[config.mk]
export PLATFORM = sky130hd
export DESIGN_NAME = result_stream_unloader
export DESIGN_NICKNAME = d
export VERILOG_FILES = /design/src/rtl/result_stream_unloader.sv
export SDC_FILE = /design/constraint.sdc
export NUM_CORES = 1
export LEC_CHECK = 0
export CAP_MARGIN = 20
export CORE_AREA = 2 2 630 632
export DETAILED_ROUTE_END_ITERATION = 10
export DIE_AREA = 0 0 632 634
export HOLD_SLACK_MARGIN = 0.08
export PLACE_DENSITY = 0.43
export SLEW_MARGIN = 20
export SYNTH_ARGS = -nofsm -noshare
export SYNTH_HDL_FRONTEND = slang
export SYNTH_SLANG_ARGS = --single-unit
[constraint.sdc]
create_clock -name clk -period 45.7 [get_ports clk]
set_clock_uncertainty 0.1 [all_clocks]
set_input_delay 4.57 -clock clk [delete_from_list [all_inputs] [get_ports clk]]
set_output_delay 4.57 -clock clk [all_outputs]
set_load 0.01 [all_outputs]
[src/rtl/result_stream_unloader.sv]
// result_stream_unloader
// Reads a run of consecutive result RAM addresses from the pairing core.
// For each address it waits for the core to go idle and selects REF_RESULT
// at that address. After the read latency it captures all result lanes and
// streams them out one word per beat.
// Optional: define RSTREAM_CHECKSUM_EN to append one XOR-checksum beat
// (m_lane = 31) after the lanes of every address.
//
// Stream handshake: a beat transfers on every rising clk edge where
// m_valid & m_ready. Once m_valid is raised, m_data/m_lane/m_last hold
// until that transfer. m_valid never depends combinationally on m_ready.
module result_stream_unloader #(
    parameter int WORD_SIZE      = 64,
    parameter int NUM_LANES      = 24,
    parameter int RAM_ADDR_SIZE  = 8,
    parameter int READ_LATENCY   = 3,
    parameter int INPUTMODE_SIZE = 3,
    parameter logic [INPUTMODE_SIZE-1:0] REF_RESULT_CODE = 3'd4,
    parameter logic [INPUTMODE_SIZE-1:0] IDLE_MODE_CODE  = 3'd0
) (
    input  logic                           clk,
    input  logic                           rst,
    input  logic                           start,
    input  logic [RAM_ADDR_SIZE-1:0]       start_raddr,
    input  logic [RAM_ADDR_SIZE-1:0]       num_addrs,
    input  logic                           core_busy,
    input  logic [NUM_LANES*WORD_SIZE-1:0] result_lanes,
    output logic [INPUTMODE_SIZE-1:0]      o_inputmode,
    output logic [RAM_ADDR_SIZE-1:0]       o_raddr,
    output logic                           m_valid,
    input  logic                           m_ready,
    output logic [WORD_SIZE-1:0]           m_data,
    output logic [4:0]                     m_lane,
    output logic                           m_last,
    output logic                           busy,
    output logic                           done
);

    localparam int CNT_W = $clog2(READ_LATENCY + 1);
    localparam logic [4:0] LAST_LANE = 5'(NUM_LANES - 1);
`ifdef RSTREAM_CHECKSUM_EN
    localparam logic [4:0] CHK_LANE   = 5'd31;
    localparam logic [4:0] FINAL_LANE = CHK_LANE;
`else
    localparam logic [4:0] FINAL_LANE = LAST_LANE;
`endif

    typedef enum logic [2:0] {
        S_IDLE,
        S_WAIT_CORE,
        S_LATENCY,
        S_CAPTURE,
        S_STREAM,
        S_DONE
    } state_t;

    state_t                   state;
    logic [RAM_ADDR_SIZE-1:0] cur_addr;
    logic [RAM_ADDR_SIZE-1:0] rem;
    logic [CNT_W-1:0]         lat_cnt;
    logic [4:0]               lane_idx;
    logic                     m_valid_q;
    logic [WORD_SIZE-1:0]     buf_q [NUM_LANES];
    logic                     addr_end;
    logic                     last_addr;

    assign addr_end  = m_valid_q && m_ready && (lane_idx == FINAL_LANE);
    assign last_addr = (rem == RAM_ADDR_SIZE'(1));
    assign m_valid   = m_valid_q;
    assign m_lane    = lane_idx;
    assign m_last    = m_valid_q && (lane_idx == FINAL_LANE) && last_addr;

`ifdef RSTREAM_CHECKSUM_EN
    logic [WORD_SIZE-1:0] lane_xor;
    logic [WORD_SIZE-1:0] chk_q;

    // XOR of all incoming lanes, captured alongside the lane buffer
    always_comb begin
        lane_xor = '0;
        for (int i = 0; i < NUM_LANES; i++) begin
            lane_xor = lane_xor ^ result_lanes[i*WORD_SIZE +: WORD_SIZE];
        end
    end

    // Select the checksum word on the extra beat, a buffered lane otherwise
    always_comb begin
        m_data = '0;
        if (m_valid_q) begin
            if (lane_idx == CHK_LANE) begin
                m_data = chk_q;
            end else begin
                m_data = buf_q[lane_idx];
            end
        end
    end
`else
    // Present the buffered lane selected by the lane index
    always_comb begin
        m_data = '0;
        if (m_valid_q) begin
            m_data = buf_q[lane_idx];
        end
    end
`endif

    // Lane buffer: loaded once per address in CAPTURE, needs no reset
    always_ff @(posedge clk) begin
        if (state == S_CAPTURE) begin
            for (int i = 0; i < NUM_LANES; i++) begin
                buf_q[i] <= result_lanes[i*WORD_SIZE +: WORD_SIZE];
            end
`ifdef RSTREAM_CHECKSUM_EN
            chk_q <= lane_xor;
`endif
        end
    end

    // Control FSM with registered read-select, valid, busy and done
    always_ff @(posedge clk or posedge rst) begin
        if (rst) begin
            state       <= S_IDLE;
            o_inputmode <= IDLE_MODE_CODE;
            o_raddr     <= '0;
            cur_addr    <= '0;
            rem         <= '0;
            lat_cnt     <= '0;
            lane_idx    <= '0;
            m_valid_q   <= 1'b0;
            busy        <= 1'b0;
            done        <= 1'b0;
        end else begin
            done <= 1'b0;
            case (state)
                // DONE already has busy low, so a start there is accepted too
                S_IDLE, S_DONE: begin
                    state <= S_IDLE;
                    if (start) begin
                        cur_addr <= start_raddr;
                        rem      <= (num_addrs == '0) ? RAM_ADDR_SIZE'(1) : num_addrs;
                        busy     <= 1'b1;
                        state    <= S_WAIT_CORE;
                    end
                end
                S_WAIT_CORE: begin
                    if (!core_busy) begin
                        o_inputmode <= REF_RESULT_CODE;
                        o_raddr     <= cur_addr;
                        lat_cnt     <= CNT_W'(READ_LATENCY);
                        state       <= S_LATENCY;
                    end
                end
                // The read is committed here; core_busy is deliberately ignored
                S_LATENCY: begin
                    lat_cnt <= lat_cnt - CNT_W'(1);
                    if (lat_cnt == CNT_W'(1)) begin
                        state <= S_CAPTURE;
                    end
                end
                // Release the core as soon as the lanes are buffered
                S_CAPTURE: begin
                    lane_idx    <= '0;
                    m_valid_q   <= 1'b1;
                    o_inputmode <= IDLE_MODE_CODE;
                    state       <= S_STREAM;
                end
                S_STREAM: begin
                    if (addr_end) begin
                        m_valid_q <= 1'b0;
                        if (last_addr) begin
                            busy  <= 1'b0;
                            done  <= 1'b1;
                            state <= S_DONE;
                        end else begin
                            cur_addr <= cur_addr + RAM_ADDR_SIZE'(1);
                            rem      <= rem - RAM_ADDR_SIZE'(1);
                            state    <= S_WAIT_CORE;
                        end
                    end else if (m_ready) begin
`ifdef RSTREAM_CHECKSUM_EN
                        lane_idx <= (lane_idx == LAST_LANE) ? CHK_LANE : lane_idx + 5'd1;
`else
                        lane_idx <= lane_idx + 5'd1;
`endif
                    end
                end
                default: state <= S_IDLE;
            endcase
        end
    end

endmodule

==> reports/metrics.yaml, run 1 <==
area_growth_syn_to_layout_pct: 47.79
fin_cells: 10235
synthCells: 3020
clockBufferDepth: 4
layout.nets: 6329
globalRoute.busiestLayer: "met2"
die_h_um: 634
ys_types: 61
synth_top_family_by_area: "multiplexers"
drive_above_1_share: 0.1237
antenna_found_initial: 179
ys_ff_latch: 1574
slew_violations: 0
cp.required_ns: 41.03
status: "finished clean"
ir_drop_uv: 36.83
final.setup.tns_ns: 0
fillers: 41156
critical-path-top-delay-family: "buffers and inverters"
slowest_stage: "dfrtp_4"
cts-buffers-inserted: 196
hold_path_class: "flip-flop to flip-flop"
final_common_cell: "clkdlybuf4s50_1"
rsz0062_at_grt: "false"
worst_r2r_path_depth: 9
die-area_um2: 400700
clk_pin_slew_ns: 0.06
synthMuxAreaShare: 0.1466
sw_frac_of_total: 0.3203
path_max_fanout: 56
clock_power_share: 0.314
grt_pass1_wl_um: 373500
hold_path_depth: 1
gr-total-overflow: 0
rrSetupSlack_ns: 39.17
preCtsSetupSlack_ns: 35.48
final_cell_mix: "clkdlybuf4s50_1 (1638), edfxtp_1 (1536), mux2i_1 (450)"
leakage_uw: 0.02803
cp_slowest_stage_delay_ns: 0.90
cts_resized: 0
placed_cells: 9811
grtUsageTotal: 0.1385
arrival_ns: 6.27
worst_slack_ns: 34.76
min_period_over_period: 0.2394
use_met1: 0.1589
grt_max_degree: 163
pin_count: 1641
cpMostUsedCell: "buf_4"
place_hpwl_um: 224800
grt_pass1_vias: 39352
slew_headroom: 0.2093
r2r_start: "state[1]"
place_congestion: 0.8506
h-tree-depth: 4
syn_area_per_cell_um2: 20.19
ant_nets: 0
hp-start: "o_inputmode[2]"
rows: 231
grt_util_met3: 0.04111
worst_pin_slew_ns: 1.174
synth_xor_area_frac: 0
r2r_end: "buf_q[17][22]"
switching_power_uw: 1588
viasPerCell: 3.684
fin_crit_ns: 10.94
drt-total-wl_um: 291100
fmax_mhz: 91.40
drc: 0
yosysSeqAreaShare: 0.7722
drt-pass1-iter-count: 5
initial_utilization: 0.1546
combinationalPowerShare: 0.285
wl_per_cell_um: 28.44
synth-compound-area-share: 0.04427
design_power_total_uw: 4959
crit_type: "flip-flop to output pin"
p_int_uw: 3371
holdPathEnd: "o_inputmode[2]"
synth_edf_count: 1536
cts-root-buf: "clkbuf_16"
synth-adder-area-share: 0.001026
crit_buf_inv: 5
met2_usage: 0.2478
die_x_um: 632
p_seq_frac: 0.401
hold_viol_final: 0
startpoint_type: "flip-flop"
syn-cell-area_um2: 60960
final_core_util: 0.2285
synthSimpleGateAreaFrac: 0.01648
cp_cell_sequence: "buf_4 > buf_12 > buf_4 > buf_4 > mux4_2 > mux2i_1 > o211ai_1 > clkdlybuf4s50_1"
maxCapViolations: 0
clkSinkCount: 1574
cts_tree: "built"
setup_viol_count_final: 0
yosys_warnings: 0
drt_iter0_drc: 3153
ys.flop_type: "edfxtp_1"
vias: 37701
io_buffer_count: 1638
end_kind: "output pin"
async_flop_share: 0.02414
clkLatencyLatePin_ns: 0.86
core_um2: 394200
power.density_nw_per_um2: 55.04
post_cts_buffers: 0
ctsHoldBuffers: 0
[cells by family (layout without fill, tap and decap cells)]
logic type / count (synthesis) / after routing
mux: 652 / 652
other cells: 1 / 71
simple gates: 211 / 211
flops: 1574 / 1574
compound gates: 390 / 390
fa+ha+maj: 5 / 5
buf+inv: 187 / 2090
[synth_stat cells (7+ instances only)]
library cell	n	share of area
edfxtp_1	1536	0.76
mux2i_1	452	0.074
mux4_2	192	0.071
nand2_1	88	0.0054
a21oi_1	84	0.0069
nand3_1	77	0.0063
clkbuf_1	65	0.0040
o211ai_1	65	0.0080
a22oi_1	64	0.0079
a221oi_1	51	0.0073
o21ai_0	44	0.0036
buf_4	43	0.0053
dfrtp_1	38	0.016
o21ai_1	35	0.0029
buf_2	26	0.0021
buf_6	22	0.0041
nor2_1	17	0.0010
a221oi_2	13	0.0032
a21oi_2	10	0.0014
buf_1	9	0.00055
inv_1	9	0.00055
mux2_2	8	0.0015
buf_8	7	0.0017
[layout make-up]
cell class                 instances  area [um2]  area share
clock inverter                   114        1090     0.01210
timing repair buffer            1724       17180      0.1906
clock buffer                     241        5199     0.05770
multi-input combinational       1260       12760      0.1417
inverter                          11       48.80   0.0005416
sequential                      1574       47090      0.5226
antenna                           69       172.7    0.001917
tap                             5242        6559     0.07280
[routing by layer]
| metal | wire length [um] | part of all wire | up-vias |
|---|---|---|---|
| li1 | - | - | 16087 |
| met1 | 109100 | 0.37 | 19471 |
| met2 | 150500 | 0.52 | 1636 |
| met3 | 24030 | 0.083 | 427 |
| met4 | 6878 | 0.024 | 80 |
| met5 | 529 | 0.0018 | - |
[metrics by stage]
stage	instance area (um2)	hold slack, ns
floorplan	60960	0.3953
global placement	83600	0.3786
CTS	89910	0.3973
finish	90090	0.3945
global route	90000	0.4239
detailed placement	83630	0.3776
[how the worst max path moves through the flow]
| stage | start | endpoint | cells after the start |
|---|---|---|---|
| global route | m_lane[0] | m_data[43] | 10 |
| global placement | m_lane[0] | m_data[39] | 8 |
| CTS | m_lane[0] | m_data[39] | 8 |
| finish | m_lane[0] | m_data[32] | 8 |
| floorplan | state[1] | buf_q[0][0] | 5 |
| detailed placement | m_lane[0] | m_data[39] | 8 |
[state kept, by name, summed over array words and instances, names as in the netlist, 2 cells and up]
signal / cells
buf_q: 1536
cur_addr: 8
lat_cnt: 2
m_lane: 5
o_raddr: 8
rem: 8
state: 3
[power groups by stage]
stage	Clock [uW]	Sequential [uW]	Combinational [uW]
CTS	1620	1990	1460
global placement	0	2020	1450
finish	1560	1990	1410
global route	1660	2010	1510
detailed placement	0	2020	1450
floorplan	0	2370	732
No activity file was read; power rests on OpenSTA's default activity.
==> run 2, diff against run 1 <==
Settings changed: CORE_AREA 2 2 630 632 to 2 2 637 639, DIE_AREA 0 0 632 634 to 0 0 639 641, PLACE_DENSITY 0.43 to 0.44.
Clock period 45.7 ns to 8.95 ns, I/O delays scaled along.
==> reports/metrics.yaml, run 2 (synthesized netlist as in run 1, its figures left out) <==
h-tree-depth: 4
cts-buffers-inserted: 196
drc: 0
end_kind: "output pin"
ctsHoldBuffers: 0
layout.nets: 6320
cp_slowest_stage_delay_ns: 0.68
ir_drop_uv: 155.2
hold_path_class: "flip-flop to flip-flop"
startpoint_type: "flip-flop"
cts_tree: "built"
worst_slack_ns: 2.882
setup_viol_count_final: 0
grtUsageTotal: 0.1374
cp_cell_sequence: "buf_4 > nor2b_4 > buf_4 > buf_4 > a22oi_1 > nand3_1 > o211ai_1 > clkdlybuf4s50_1"
grt_pass1_vias: 39370
hold_path_depth: 1
status: "finished clean"
core_um2: 402000
io_buffer_count: 1638
initial_utilization: 0.1516
worst_pin_slew_ns: 1.117
final_common_cell: "clkdlybuf4s50_1"
path_max_fanout: 38
clkLatencyLatePin_ns: 0.88
die-area_um2: 409600
area_growth_syn_to_layout_pct: 47.79
clk_pin_slew_ns: 0.06
hold_ws_ns: 0.3915
place_hpwl_um: 229600
drive_above_1_share: 0.1225
gr-total-overflow: 0
rows: 233
post_cts_buffers: 0
r2r_start: "state[1]"
die_x_um: 639
viasPerCell: 3.686
wl_per_cell_um: 28.75
min_period_over_period: 0.6780
cpMostUsedCell: "buf_4"
hp-start: "o_inputmode[2]"
drt-pass1-iter-count: 5
drt_iter0_drc: 3505
pin_count: 1641
r2r_end: "buf_q[22][11]"
fmax_mhz: 164.8
power.density_nw_per_um2: 280.3
grt_pass1_wl_um: 377000
drt-total-wl_um: 294900
rrSetupSlack_ns: 5.13
arrival_ns: 5.07
vias: 37802
slew_headroom: 0.2553
holdPathEnd: "o_inputmode[2]"
maxCapViolations: 0
preCtsSetupSlack_ns: 3.656
final.setup.tns_ns: 0
largest_register_ff_count: 1536
leakage_uw: 0.02795
rsz0062_at_grt: "false"
crit_type: "flip-flop to output pin"
cts_resized: 0
clkSinkCount: 1574
antenna_found_initial: 157
place_congestion: 0.8664
cts-root-buf: "clkbuf_16"
slowest_stage: "buf_4"
cp.required_ns: 7.96
fin_crit_ns: 6.068
hold_viol_final: 0
slew_violations: 0
grt_max_degree: 175
top_register: "buf_q"
ant_nets: 0
die_h_um: 641
final_cell_mix: "clkdlybuf4s50_1 (1638), edfxtp_1 (1536), mux2i_1 (451)"
worst_r2r_path_depth: 7
clockBufferDepth: 4
run 2: changes by cell type in the layout (fill, tap and decap cells not counted), sizes merged:
cell,before,now
clkinvlp,5,14
diode,69,55
buf,86,77
clkbuf,241,235
inv,23,20
bufinv,16,15
run 2: metal layers:
metal,up-vias,track usage,share of wire
met5,-,0,0.0016
met4,74,0.03867,0.027
met3,416,0.03967,0.079
met2,1731,0.2420,0.51
met1,19517,0.1614,0.39
li1,16064,-,-
run 2: where the power goes:
part / switching [uW] / total (uW) / leakage, uW / internal [uW]
Sequential: 533 / 10100 / 0.0144 / 9610
Combinational: 4260 / 7270 / 0.0105 / 3010
Clock: 3340 / 7840 / 0.00301 / 4500
Total: 8130 / 25300 / 0.0279 / 17100
run 2: per-stage QoR:
| step | area (um2) | util | cells | power, uW |
|---|---|---|---|---|
| CTS | 89960 | 0.2238 | 10201 | 25830 |
| detailed placement | 83710 | 0.2082 | 9847 | 17820 |
| finish | 90090 | 0.2241 | 10256 | 25260 |
| floorplan | 60990 | - | 3021 | 14650 |
| global placement | 83680 | 0.2082 | 9844 | 17790 |
| global route | 90030 | 0.2239 | 10230 | 26380 |
run 2: worst max-delay path, delay by kind of cell (launching register included):
| family | cells | cell delay, ns |
|---|---|---|
| buffers and inverters | 4 | 2.19 |
| AOI/OAI and AO/OA | 2 | 0.44 |
| and+or+nand+nor | 2 | 0.45 |
| DFF | 1 | 0.63 |
run 2: final cells by class:
class / instances / area, um2
clock inverters: 119 / 1159
fillers: 41869 / 311900
diodes: 55 / 137.6
inverters: 11 / 47.55
flip-flops and latches: 1574 / 47090
repair buffers: 1715 / 17190
clock buffers: 235 / 5082
well taps: 5287 / 6615
multi-input cells: 1260 / 12770
run 2: worst max path at each step:
| stage | start | end | slack [ns] | depth (start not counted) |
|---|---|---|---|---|
| after floorplan | state[1] | buf_q[0][0] | -15.38 | 5 |
| after CTS | m_lane[0] | m_data[25] | 2.64 | 7 |
| after global routing | m_lane[0] | m_data[22] | 2.68 | 9 |
| final | m_lane[1] | m_data[7] | 2.88 | 8 |
| after global placement | m_lane[0] | m_data[22] | 2.88 | 8 |
| after detailed placement | m_lane[0] | m_data[25] | 3.66 | 7 |
